==> config.mk <==
export PLATFORM = sky130hd
export DESIGN_NAME = cache_fill_ctrl
export DESIGN_NICKNAME = d
export VERILOG_FILES = /design/src/rtl/cache_fill_ctrl.sv
export SDC_FILE = /design/constraint.sdc
export NUM_CORES = 1
export LEC_CHECK = 0
export ABC_AREA = 1
export ABC_CLOCK_PERIOD_IN_PS = 3600
export CORE_MARGIN = 4
export CORE_UTILIZATION = 45
export CTS_CLUSTER_DIAMETER = 200
export DETAILED_ROUTE_END_ITERATION = 12
export GPL_TIMING_DRIVEN = 0
export PLACE_DENSITY = 0.9
export SYNTH_ARGS = -nofsm -noshare
export SYNTH_HDL_FRONTEND = slang
export SYNTH_SLANG_ARGS = --single-unit
==> constraint.sdc <==
create_clock -name clk -period 3.6 [get_ports clk]
set_clock_uncertainty 0.2 [all_clocks]
set_input_delay 0.36 -clock clk [delete_from_list [all_inputs] [get_ports clk]]
set_output_delay 0.36 -clock clk [all_outputs]
set_load 0.02 [all_outputs]
==> src/rtl/cache_fill_ctrl.sv <==
// rtl/cache_fill_ctrl.sv - N-port cache block fill controller over one shared pipelined memory
// Optional macro FILL_RR_ARB_EN: round-robin grant; default build uses fixed lowest-index priority.
module cache_fill_ctrl #(
    parameter int NUM_PORTS   = 2,
    parameter int ADDR_W      = 16,
    parameter int BLOCK_WORDS = 8
) (
    input  logic                        clk,
    input  logic                        rst,
    input  logic [NUM_PORTS-1:0]        miss_req,
    input  logic [NUM_PORTS*ADDR_W-1:0] miss_addr,
    input  logic                        mem_data_valid,
    output logic                        mem_en,
    output logic [ADDR_W-1:0]           mem_addr,
    output logic                        busy,
    output logic [NUM_PORTS-1:0]        stall,
    output logic [NUM_PORTS-1:0]        write_data_array,
    output logic [NUM_PORTS-1:0]        write_tag_array,
    output logic [ADDR_W-1:0]           fill_addr
);
    localparam int CW = $clog2(BLOCK_WORDS) + 1;
    localparam int OW = (NUM_PORTS > 1) ? $clog2(NUM_PORTS) : 1;
    localparam logic [CW-1:0]     CNT_FULL   = CW'(BLOCK_WORDS);
    localparam logic [CW-1:0]     CNT_LAST   = CW'(BLOCK_WORDS - 1);
    localparam logic [ADDR_W-1:0] ALIGN_MASK = ~ADDR_W'(2 * BLOCK_WORDS - 1);

    typedef enum logic {IDLE, FILL} state_t;

    state_t              state, state_d;
    logic [OW-1:0]       owner, owner_d, grant_idx;
    logic [ADDR_W-1:0]   base, base_d;
    logic [CW-1:0]       issue_cnt, issue_d, recv_cnt, recv_d;
    logic [ADDR_W-1:0]   port_addr [NUM_PORTS];
    logic [NUM_PORTS-1:0] owner_oh;
    logic                wr_fire;

    for (genvar i = 0; i < NUM_PORTS; i++) begin : g_port_addr
        assign port_addr[i] = miss_addr[i*ADDR_W +: ADDR_W];
    end

`ifdef FILL_RR_ARB_EN
    logic [OW-1:0] rr_ptr;
    logic          rr_found;

    // First requester at or after rr_ptr, wrapping around the port list.
    always_comb begin
        grant_idx = '0;
        rr_found  = 1'b0;
        for (int k = 0; k < NUM_PORTS; k++) begin
            if (!rr_found && miss_req[(int'(rr_ptr) + k) % NUM_PORTS]) begin
                rr_found  = 1'b1;
                grant_idx = OW'((int'(rr_ptr) + k) % NUM_PORTS);
            end
        end
    end

    always_ff @(posedge clk) begin
        if (rst) begin
            rr_ptr <= '0;
        end else if (state == IDLE && |miss_req) begin
            rr_ptr <= OW'((int'(grant_idx) + 1) % NUM_PORTS);
        end
    end
`else
    always_comb begin
        grant_idx = '0;
        for (int k = NUM_PORTS - 1; k >= 0; k--) begin
            if (miss_req[k]) grant_idx = OW'(k);
        end
    end
`endif

    always_ff @(posedge clk) begin
        if (rst) begin
            state     <= IDLE;
            owner     <= '0;
            base      <= '0;
            issue_cnt <= '0;
            recv_cnt  <= '0;
        end else begin
            state     <= state_d;
            owner     <= owner_d;
            base      <= base_d;
            issue_cnt <= issue_d;
            recv_cnt  <= recv_d;
        end
    end

    always_comb begin
        state_d = state;
        owner_d = owner;
        base_d  = base;
        issue_d = issue_cnt;
        recv_d  = recv_cnt;
        case (state)
            IDLE: begin
                if (|miss_req) begin
                    state_d = FILL;
                    owner_d = grant_idx;
                    base_d  = port_addr[grant_idx] & ALIGN_MASK;
                    issue_d = '0;
                    recv_d  = '0;
                end
            end
            FILL: begin
                if (issue_cnt < CNT_FULL) issue_d = issue_cnt + 1'b1;
                // Returns are counted independently of issues so any latency or gap pattern works.
                if (mem_data_valid) begin
                    recv_d = recv_cnt + 1'b1;
                    if (recv_cnt == CNT_LAST) state_d = IDLE;
                end
            end
            default: state_d = IDLE;
        endcase
    end

    assign busy     = (state == FILL);
    assign owner_oh = NUM_PORTS'(1) << owner;
    assign mem_en   = busy && (issue_cnt < CNT_FULL);
    assign mem_addr = mem_en ? base + (ADDR_W'(issue_cnt) << 1) : '0;
    assign wr_fire  = busy && mem_data_valid;

    assign write_data_array = wr_fire ? owner_oh : '0;
    assign write_tag_array  = (wr_fire && recv_cnt == CNT_LAST) ? owner_oh : '0;
    assign fill_addr        = wr_fire ? base + (ADDR_W'(recv_cnt) << 1) : '0;
    assign stall            = miss_req | (busy ? owner_oh : '0);
endmodule

==> results summary <==
The flow ran to the end, and the final reports show no timing, DRC or antenna violations. The number of nets still failing antenna checks after routing is 0. The leading cell type in the layout, fill and taps excluded is sky130_fd_sc_hd__clkdlybuf4s50_1. The highest layer touched by signal routing is met4. The TritonCTS clock tree is yes. The die span in x came out at 68.4 um. Before CTS, the worst setup slack after placement is 0.870 ns. The die height came out at 68.4 um. Summed over all layers, the global routing overflow is 0. The standard cell area after detailed placement came out at 0.00235 mm2. The number of DRC violations after detailed routing is 0.

The final worst setup slack is 0.792 ns. Detailed placement finished with a half-perimeter wire length of 3.96 mm. Across every metal layer, demand over resource in global routing totals 0.235. The clock slew seen by the registers of the worst setup and hold paths came out at ~0.080 ns. The power density normalized to cell area is 267 mW/mm2.

The total chip power is 644 uW. The initial detailed-routing violation count is 110. The total clock buffers created by CTS came out at 3.

The data arrival time at the worst-slack endpoint came out at approximately 2.3 ns. The number of enable-type register cells in the synthesized netlist is 0. The initial antenna violation count is 0.

The final routed wirelength across all metal layers came out at 4.95 mm. The number of cell rows is 21. The number of buffers inserted by hold repair at cts is 0.

The amount of wire on met2 after detailed routing is 2.45 mm. Pin placement for this block handled 77 I/O pins. The main flop type after synthesis is sky130_fd_sc_hd__dfxtp_1. The share of the clock period used by the worst path after layout is 0.780. The setup path with the least slack is of type register to output port. The type of the worst min-delay path is input pin to register. The last weighted congestion value of the routability-driven placer is 0.890.

The total iterations of the first detailed-routing run came out at 4. Of all nets on the critical path, the largest fanout is 6. The worst setup path is launched from a register. The H-tree depth is 1.

The clock passes through at most 2 buffers. The number of hold violations in the final report came to 0. The synthesis-to-layout area growth came out at 46.7%. The share of the core filled with cells in the final layout came out at 0.700. The initial utilization of the core area, before any placement, comes to 0.477. After the flow finishes, the layout carries non-filler instances totaling 389. The sequential cell area fraction in the yosys report came out at 0.268. The number of antenna diodes in the final layout is 0. The detailed router put a total of 2.09 mm of wire on met1.

Summed over all failing endpoints, the final setup total negative slack is 0 ns. The final number of max-transition violations is 0. The number of warning messages in the yosys log came out at 0. The maximum clock frequency came out at approximately 360 MHz. The count of port buffers added during placement is 65. After synthesis, the share of flip-flops with an asynchronous set or reset is 0. Summed over all cells, the static leakage comes to around 1 nW. The routed length on met3 is 331 um. The library cells used most frequently in the layout, excluding fill and tap cells, are 65 x sky130_fd_sc_hd__clkdlybuf4s50_1, 52 x sky130_fd_sc_hd__nand2_1, 43 x sky130_fd_sc_hd__a21oi_1, 38 x sky130_fd_sc_hd__nor2_1, 29 x sky130_fd_sc_hd__inv_1. The placeable core area came out at 0.00344 mm2. The number of instances resized during post-cts repair is 0. The number of violations of the max-capacitance limit came out at 0. The time the final worst path needs with I/O delays and setup came out at roughly 2.8 ns. After filler insertion, the fill cell instance count of the layout stands at 311. The critical path capture point type is an output port. The number of global-route vias before repair is 2001. After detailed routing, the number of vias per cell comes to 5.15. IR analysis of the VDD net gives a maximum drop of about 0.17 mV. The clock network latency to the later pin of the worst-skew pair came out at between 0.2 and 0.3 ns. The detail-routed net length per standard cell came out at 12.7 um. The summed instance area of the synthesized netlist is 0.00164 mm2.

After routing the design area is around 0.0024 mm2. The post-layout net count came out at 387. The largest net degree at the start of global routing is 13. The number of placed instances, taps included, is around 390. The worst slack on hold paths is 0.180 ns. Post-CTS timing repair inserted 0 buffers for setup.

The post-synthesis sequential element count is 22. Setup repair after global routing left no endpoint under its margin. The area enclosed by the die boundary came out at 0.00468 mm2. The global-route wire length before repair came out at ~8.6 mm. Setup violations remaining at the end of the flow were counted as 0. The number of sinks on the clock net is 22. Summing over every cut layer, the via total after detailed routing is 2003. The required arrival time at the worst endpoint is 3.04 ns.

The tree is rooted in a sky130_fd_sc_hd__clkbuf_8. The number of distinct library cells after synthesis came out at 27. The number of cells produced by synthesis is ~270. The proportion of layout cells with a drive suffix above 1 is 0.0845. The synthesized area divided by synthesized cell count is 6.01 um2.
## synthesized netlist by cell type (2+ instances only)
library cell	n	share of area
sky130_fd_sc_hd__o21ai_1	2	0.0061
sky130_fd_sc_hd__inv_1	29	0.066
sky130_fd_sc_hd__nor2_2	2	0.0076
sky130_fd_sc_hd__buf_4	2	0.0091
sky130_fd_sc_hd__dfxtp_1	22	0.27
sky130_fd_sc_hd__inv_2	6	0.014
sky130_fd_sc_hd__a21oi_1	43	0.13
sky130_fd_sc_hd__nand4_1	2	0.0076
sky130_fd_sc_hd__nand3_1	18	0.055
sky130_fd_sc_hd__nor2_1	38	0.087
sky130_fd_sc_hd__ha_1	6	0.046
sky130_fd_sc_hd__buf_2	8	0.024
sky130_fd_sc_hd__clkbuf_1	2	0.0046
sky130_fd_sc_hd__nor2_4	2	0.014
sky130_fd_sc_hd__nor3_1	10	0.030
sky130_fd_sc_hd__nand2_1	52	0.12
sky130_fd_sc_hd__o21ai_0	19	0.058
## final timing paths
path	endpoint	cells past startpoint	slack [ns]	start
worst max-delay path	fill_addr[12]	8	0.79	recv_cnt[3]
worst min-delay path	issue_cnt[3]	2	0.18	rst
worst max register to register	base[4]	6	2.13	busy
worst min register to register	issue_cnt[2]	2	0.31	issue_cnt[2]
## flip-flops by register name, summed over array words and instances (netlist names)
| signal | count |
|---|---|
| recv_cnt | 4 |
| base | 12 |
| issue_cnt | 4 |
| owner | 1 |
| busy | 1 |
## final cells by class
class / count / area, um2 / share of cell area
multi-input cells: 204 / 1010 / 0.418
flip-flops and latches: 22 / 440 / 0.183
plain buffers: 13 / 67.6 / 0.0281
inverters: 35 / 131 / 0.0545
clock buffers: 4 / 55.1 / 0.0229
repair buffers: 65 / 651 / 0.270
well taps: 46 / 57.6 / 0.0239
## logic make-up (layout without fill, tap and decap cells)
kind of cell / after synthesis / after routing / share of synthesized area
AOI/OAI and AO/OA: 67 / 67 / 0.209
and+or+nand+nor: 127 / 127 / 0.343
buffers and inverters: 48 / 117 / 0.121
other: 1 / 2 / 0.00228
xor gates and xnor gates: 2 / 2 / 0.0107
adders and majority gates: 6 / 6 / 0.0457
DFF: 22 / 22 / 0.268
## critical path: stages (launching register included)
cell and delay [ns]:
sky130_fd_sc_hd__dfxtp_1 0.47, sky130_fd_sc_hd__ha_1 0.29, sky130_fd_sc_hd__nand2_1 0.11, sky130_fd_sc_hd__nor2_4 0.19, sky130_fd_sc_hd__nand3_1 0.11, sky130_fd_sc_hd__nand2_1 0.07
sky130_fd_sc_hd__nand2_1 0.04, sky130_fd_sc_hd__nor2_1 0.09, sky130_fd_sc_hd__clkdlybuf4s50_1 0.61
## metal layers
| metal | vias up | track usage |
|---|---|---|
| met5 | - | 0 |
| met3 | 8 | 0.0427 |
| met1 | 896 | 0.283 |
| met2 | 79 | 0.417 |
| met4 | 0 | 0.0695 |
| li1 | 1020 | - |
## power by group
group          switching, mW  total (mW)  internal, mW
logic                  0.101       0.187        0.0866
clock network         0.0774       0.175        0.0974
registers             0.0229       0.282         0.259
total                  0.201       0.644         0.443
Note: power is estimated with default switching activity, not from simulation.
==> edit, RTL diff (config.mk and constraints unchanged) <==
Add a define of `FILL_RR_ARB_EN`.
--- a/src/rtl/cache_fill_ctrl.sv
+++ b/src/rtl/cache_fill_ctrl.sv
@@ -1,5 +1,7 @@
 // rtl/cache_fill_ctrl.sv - N-port cache block fill controller over one shared pipelined memory
 // Optional macro FILL_RR_ARB_EN: round-robin grant; default build uses fixed lowest-index priority.
+`define FILL_RR_ARB_EN
+
 module cache_fill_ctrl #(
     parameter int NUM_PORTS   = 2,
     parameter int ADDR_W      = 16,
Function: same outputs for any inputs over 10 cycles, from zero or initial values and one cycle with rst high; that may be too few to reach the edited logic, so the function may still have changed.
==> edit against the original RTL <==
  * Worst setup slack worse by 0.068 ns
  * Critical path depth rose by 1
  * Sequential cell count grew 1
  * Total power up 4.6%
  * Non-clock buffer count up 1
  * Cell count increased by 9.8%
  * Die area up 8.0%
  * Routed wire length increased by 2.6%
  * Cell area grew 5.9%
  * Core utilization down 1.9 points
  * Area after synthesis grew 9.1%
  * Fmax shrank 2.4%
  * Largest power group unchanged
==> edit: results (changes against the original RTL) <==
* CP Data Arrival Time at 2.32 ns (+0.07 ns)
* Placed Area at 0.00250 mm^2 (+6.4%)
* Static Leak at 1.16 nW (+16%)
* Min-Delay Path Class: register to register
* Number of non-clock buffers at 79 (+1.3%)
* Synth Area in XOR/XNOR at 0.489% (-0.58 points)
* Synth cell count leaders: nand2_1 (80), nor2_1 (50), inv_1 (44), a21oi_1 (29), nand3_1 (29)
* P_seq at 0.000290 W (+3%)
* Hold Crit Start: issue_cnt[1]
* Adder-cell area share of the yosys netlist at 4.19% (-0.38 points)
* Seq/total area at 18.1% (-0.23 points)
* First-pass GRT wire length at 8510 um (-0.72%)
* Setup slack, reg-to-reg at 2.04 ns (-0.09 ns)
* Reg2reg end: base[7]
* Synth Instances at 309 (+13%)
* Fillers at 350 (+13%)
* #FFs+latches synth at 23 (+4.5%)
* Comb pwr share at 33.3% (+4.2 points)
* Main area contributors after synthesis: dfxtp_1 (26%), nand2_1 (17%), nor2_1 (10%)
* Sequential area share after synthesis at 25.7% (-1.1 points)
* Synth Area in Compound Gates at 12.3% (-8.6 points)
* Hold EP: issue_cnt[1]
* Worst VDD drop at 0.177 mV (+2.2%)
* Outcome: complete, no violations
* Sw power at 0.000222 W (+10%)
* Reg2Reg Depth at 7 (+1)
* Inverters, non-clock at 46 (+31%)
* Multi-input gate count at 227 (+11%)
* Detailed Route Iter0 Violations at 194 (+76%)
* Signal buf overhead at 29.1% (-0.67 points)
* WL/cell at 11.9 um (-6.5%)
* GRT Overall Usage at 20.5% (-3.0 points)
* Synth cell types at 24 (-11%)
* RePlAce Congestion at 0.848 (-4.7%)
* Via count at 2178 (+8.7%)
* Final HPWL DP at 3930 um (-0.74%)
* Crit path to: mem_addr[12]
* Nets@finish at 423 (+9.3%)
* Crit path launch: base[4]
* Critical path peak fanout at 5 (-1)
* Fin cells at 427 (+9.8%)
* Clock network area share at 1.77% (-0.52 points)
## edit: cell types whose count changed in the layout (fill, tap and decap cells not counted), moves of 5 or more
cell / delta
a21oi_1: -14
nor3_1: -5
nand3_1: +11
nor2_1: +12
o21ai_0: -9
inv_1: +15
nand2_1: +28
## edit: metrics by stage
step / power [W] / worst slack [ns] / hold WS, ns / util, %
2_1_floorplan: 0.000424 / 1.59 / 0.254 / -
3_3_place_gp: 0.000513 / 0.908 / 0.269 / 66.9
3_5_place_dp: 0.000517 / 0.888 / 0.279 / 66.9
4_1_cts: 0.000676 / 0.729 / 0.290 / 68.1
5_1_grt: 0.000713 / 0.539 / 0.314 / 68.1
6_report: 0.000674 / 0.724 / 0.293 / 68.1
## edit: cell families after synthesis
family | count (synthesis)
buf+inv | 60
xor+xnor | 1
flops | 23
other cells | 1
compound gates | 41
fa+ha+maj | 6
simple gates | 177
## edit: metal layers
layer	global-route usage, %	wire, um
met1	26.4	2250
met2	34.6	2390
met3	2.98	349
met4	7.31	86
met5	0	0
